[src/rtl/request_encoder_pkg.sv]
// request_encoder_pkg: shared state encoding, clog2 helper and empty-beat constants
package request_encoder_pkg;

   typedef enum logic {
      IDLE = 1'b0,
      EMIT = 1'b1
   } state_t;

   localparam int   EMPTY_ADDR = 0;
   localparam logic EMPTY_EN   = 1'b0;

   function automatic int clog2(input int v);
      int r;
      r = 0;
      while ((1 << r) < v) r++;
      return r;
   endfunction

endpackage

[src/rtl/request_encoder_lsf.sv]
// lowest_set_finder: index of the lowest set bit, plus any-set and exactly-one-set flags
module lowest_set_finder #(
   parameter int WIDTH  = 4,
   parameter int ADDR_W = 2
) (
   input  logic [WIDTH-1:0]  vec,
   output logic [ADDR_W-1:0] idx,
   output logic              any,
   output logic              one
);

   always_comb begin
      idx = '0;
      for (int i = WIDTH - 1; i >= 0; i--)
         if (vec[i]) idx = ADDR_W'(i);
   end

   assign any = |vec;
   assign one = any && ((vec & (vec - WIDTH'(1))) == '0);

endmodule

[src/rtl/request_encoder.sv]
// request_encoder: serializes a request vector into {address, enable} beats, lowest set bit first
module request_encoder
   import request_encoder_pkg::*;
#(
   parameter  int WIDTH  = 4,
   localparam int ADDR_W = clog2(WIDTH)
) (
   input  logic              clk,
   input  logic              reset,
   input  logic              in_valid,
   output logic              in_ready,
   input  logic [WIDTH-1:0]  requests,
   output logic              out_valid,
   input  logic              out_ready,
   output logic [ADDR_W-1:0] address,
   output logic              enable,
   output logic              last
);

   state_t             state, state_n;
   logic [WIDTH-1:0]   pending, pending_n, cleared;
   logic               valid_n, en_n, last_n;
   logic [ADDR_W-1:0]  addr_n, cap_idx, adv_idx;
   logic               cap_any, cap_one, adv_any, adv_one;
   logic               fire, capture, advance;

   // clearing the lowest set bit is the same as clearing the bit just emitted
   assign cleared  = pending & (pending - WIDTH'(1));
   assign fire     = out_valid && out_ready;
   assign in_ready = (state == IDLE) || (fire && last);
   assign capture  = in_valid && in_ready;
   assign advance  = fire && !last;

   lowest_set_finder #(.WIDTH(WIDTH), .ADDR_W(ADDR_W)) u_cap (
      .vec(requests), .idx(cap_idx), .any(cap_any), .one(cap_one)
   );

   lowest_set_finder #(.WIDTH(WIDTH), .ADDR_W(ADDR_W)) u_adv (
      .vec(cleared), .idx(adv_idx), .any(adv_any), .one(adv_one)
   );

   always_comb begin
      state_n   = state;
      pending_n = pending;
      valid_n   = out_valid;
      addr_n    = address;
      en_n      = enable;
      last_n    = last;
      if (capture) begin
         state_n   = EMIT;
         pending_n = requests;
         valid_n   = 1'b1;
         addr_n    = cap_any ? cap_idx : ADDR_W'(EMPTY_ADDR);
         en_n      = cap_any ? 1'b1 : EMPTY_EN;
         last_n    = !cap_any || cap_one;
      end else if (advance) begin
         pending_n = cleared;
         addr_n    = adv_any ? adv_idx : ADDR_W'(EMPTY_ADDR);
         en_n      = adv_any;
         last_n    = !adv_any || adv_one;
      end else if (fire) begin
         state_n = IDLE;
         valid_n = 1'b0;
      end
   end

   always_ff @(posedge clk or posedge reset) begin
      if (reset) begin
         state     <= IDLE;
         pending   <= '0;
         out_valid <= 1'b0;
         address   <= '0;
         enable    <= 1'b0;
         last      <= 1'b0;
      end else begin
         state     <= state_n;
         pending   <= pending_n;
         out_valid <= valid_n;
         address   <= addr_n;
         enable    <= en_n;
         last      <= last_n;
      end
   end

endmodule

[config.mk]
export PLATFORM = sky130hd
export DESIGN_NAME = request_encoder
export DESIGN_NICKNAME = d
export VERILOG_FILES = /design/src/rtl/request_encoder_pkg.sv /design/src/rtl/request_encoder_lsf.sv /design/src/rtl/request_encoder.sv
export SDC_FILE = /design/constraint.sdc
export NUM_CORES = 1
export LEC_CHECK = 0
export ABC_AREA = 0
export BUFFER_PORTS_ARGS = -buffer_cell sky130_fd_sc_hd__buf_2
export CORE_AREA = 2 2 39 41
export CTS_CLUSTER_DIAMETER = 100
export DETAILED_ROUTE_END_ITERATION = 8
export DIE_AREA = 0 0 41 43
export HOLD_SLACK_MARGIN = 0.08
export PLACE_DENSITY_LB_ADDON = 0.1
export SLEW_MARGIN = 10
export SYNTH_ARGS = -nofsm -noshare
export SYNTH_HDL_FRONTEND = slang
export SYNTH_SLANG_ARGS = --single-unit
[constraint.sdc]
create_clock -name clk -period 3.1 [get_ports clk]
set_input_delay 0.62 -clock clk [delete_from_list [all_inputs] [get_ports clk]]
set_output_delay 0.62 -clock clk [all_outputs]
set_load 0.03 [all_outputs]
==> results.ini <==
[final_layout]
final_area_um2=651
diodes=0
drive_gt1_share_pct=31.6
final_cell_mix=buf_2 (13), dfrtp_1 (9), o21ai_0 (7), inv_1 (5), nand2_1 (5)
nFillCells=152
areaGrowthSynthToFinish_pct=13.5
layout_commonest_cell=buf_2
fin_nets=85

[critical_path]
end_kind=primary output
worstPathRequired_ns=2.48
slowest_delay_ns=0.17
worst-setup-path-type=input pin to primary output
worst_setup_path_start_kind=input pin
critPathArrivalTime_ns=1.13
crit_slowest_cell=a21boi_2
cpMostUsedCell=buf_2
cp_max_fo=4
cp_cell_sequence=buf_2 -> a21boi_2 -> inv_1 -> buf_2

[clocking]
cts_hold_buf=0
htree_levels=1
path_clk_slew_ns=0.06
clock_sinks=9
ctsResizeCount=0
numCtsBuffers=3
tritoncts=yes
cts-root-buf=clkbuf_4
insertion_delay_ns=0.26
cts_setup_buffers=0
cts_buffer_depth=2

[synth]
synth_edf_count=0
synth_seq_area_share_pct=39.3
synthCells=62
synth_area_um2=573
yosysWarnings=0
async_flop_share_pct=100
synth_fp_nets=70
syn_area_per_cell_um2=9.24
ys.flop_type=dfrtp_1
synth-seq-cells=9
synth.distinct_cells=30

[route]
antenna_left=0
drcViolationCount=0
vias=488
routed_wl_um=1110
vias_per_cell=5.30
first_pass_iters=4
first_iter_violations=10
avgRoutedWirePerCell_um=12.1

[sta]
final-hold-violation-count=0
fin_worst_skew_ns=0.000289
fin_crit_sh_pct=56.6
setup_viol=0
relSlewSlack_pct=59.1
min_period_ns=1.75
fin_tns_setup_ns=0
slew_viol_final=0
rsz0062_at_grt=no
clock.fmax_mhz=570
setup_slack_ns=1.35
worst_pin_slew_ns=0.612

[floorplanning]
core-area_um2=1380
start_util_pct=41.4
design.die.area_um2=1760
row_count=14
num_io_pins=14
die-width_um=41
die_h_um=43

[outcome]
run_status=completed

[power_and_ir_drop]
p_total_uw=626
power_density_nw_per_um2=962
p_leak_uw=0.000302
vdd_drop_max_mv=0.425

[placed_design]
globalplace.congestion=0.705
dp_hpwl_um=856
dp_slack_ns=1.35
dpl_cell_area_um2=624
port_buffers=13

[grt]
first_global_vias=446
antenna_found_initial=0
grt_first_pass_wirelength_um=1960
grtUsageTotal_pct=17.0
overflow=0
grt_max_degree=12

[worst_hold_path]
min_path_type=input pin to asynchronous set/reset pin

[flow_run]
max_cap_violations=0

==> registers in the layout (all words and copies together) (netlist names) <==
register  flops
state         1
enable        1
last          1
pending       4
address       2
==> metal layers <==
| layer | GRT usage (%) | part of all wire, % | wire length (um) |
|---|---|---|---|
| met1 | 25.9 | 52 | 580 |
| met2 | 20.6 | 40 | 447 |
| met3 | 3.14 | 4.1 | 46 |
| met4 | 12.0 | 3.2 | 36 |
| met5 | 0 | 0 | 0 |
==> report_power, final <==
group / total [uW] / switching (uW) / internal, uW
Clock: 92.1 / 42.4 / 49.7
Sequential: 237 / 67.9 / 169
Combinational: 297 / 178 / 119
Total: 626 / 288 / 338
==> final cells by class <==
class                      count  area (um2)  area share, %
timing repair buffer          13        65.1           10.0
clock buffer                   4        26.3           4.04
sequential                     9         225           34.6
multi-input combinational     45         295           45.4
tap                           16        20.0           3.08
inverter                       5        18.8           2.88
==> final timing paths <==
check / startpoint / to / slack, ns / cells past startpoint
max: out_ready / in_ready / 1.35 / 4
min: reset / address[0]$_DFFE_PP0P_ / 0.30 / 2
max reg2reg: state$_DFFE_PP0P_ / enable$_DFFE_PP0P_ / 1.54 / 4
min reg2reg: address[0]$_DFFE_PP0P_ / address[0]$_DFFE_PP0P_ / 0.54 / 2
max in group asynchronous: reset / state$_DFFE_PP0P_ / 2.55 / 2
min in group clk: address[0]$_DFFE_PP0P_ / address[0]$_DFFE_PP0P_ / 0.54 / 2
==> metrics by stage <==
step / hold slack (ns) / cells / utilization [%]
CTS: 0.328 / 92 / 47.0
floorplan: 0.448 / 62 / -
global placement: 0.516 / 88 / 45.1
detailed placement: 0.520 / 88 / 45.1
global route: 0.339 / 92 / 47.0
finish: 0.303 / 92 / 47.0
==> logic make-up (layout without fill, tap and decap cells) <==
| kind of cell | after synthesis | in the layout | share of synthesized area [%] |
|---|---|---|---|
| buf+inv | 8 | 22 | 9.17 |
| fa+ha+maj | 1 | 1 | 1.96 |
| simple gates | 19 | 19 | 18.6 |
| compound gates | 24 | 24 | 29.0 |
| mux | 1 | 1 | 1.96 |
| flops | 9 | 9 | 39.3 |
==> critical path, delay by kind of cell <==
kind                   cells  cell delay, ns
AO/OA/AOI/OAI              1            0.17
buffers and inverters      3            0.35
==> Yosys cell counts (2+ instances only) <==
master	count	area [um2]
dfrtp_1	9	225
o21ai_0	7	35.0
inv_1	5	18.8
nand2_1	5	18.8
a21oi_1	4	20.0
buf_6	3	33.8
nor2_1	3	11.3
a31oi_1	2	12.5
nor2b_1	2	12.5
nor3_1	2	10.0
(Power assumes the default switching activity.)
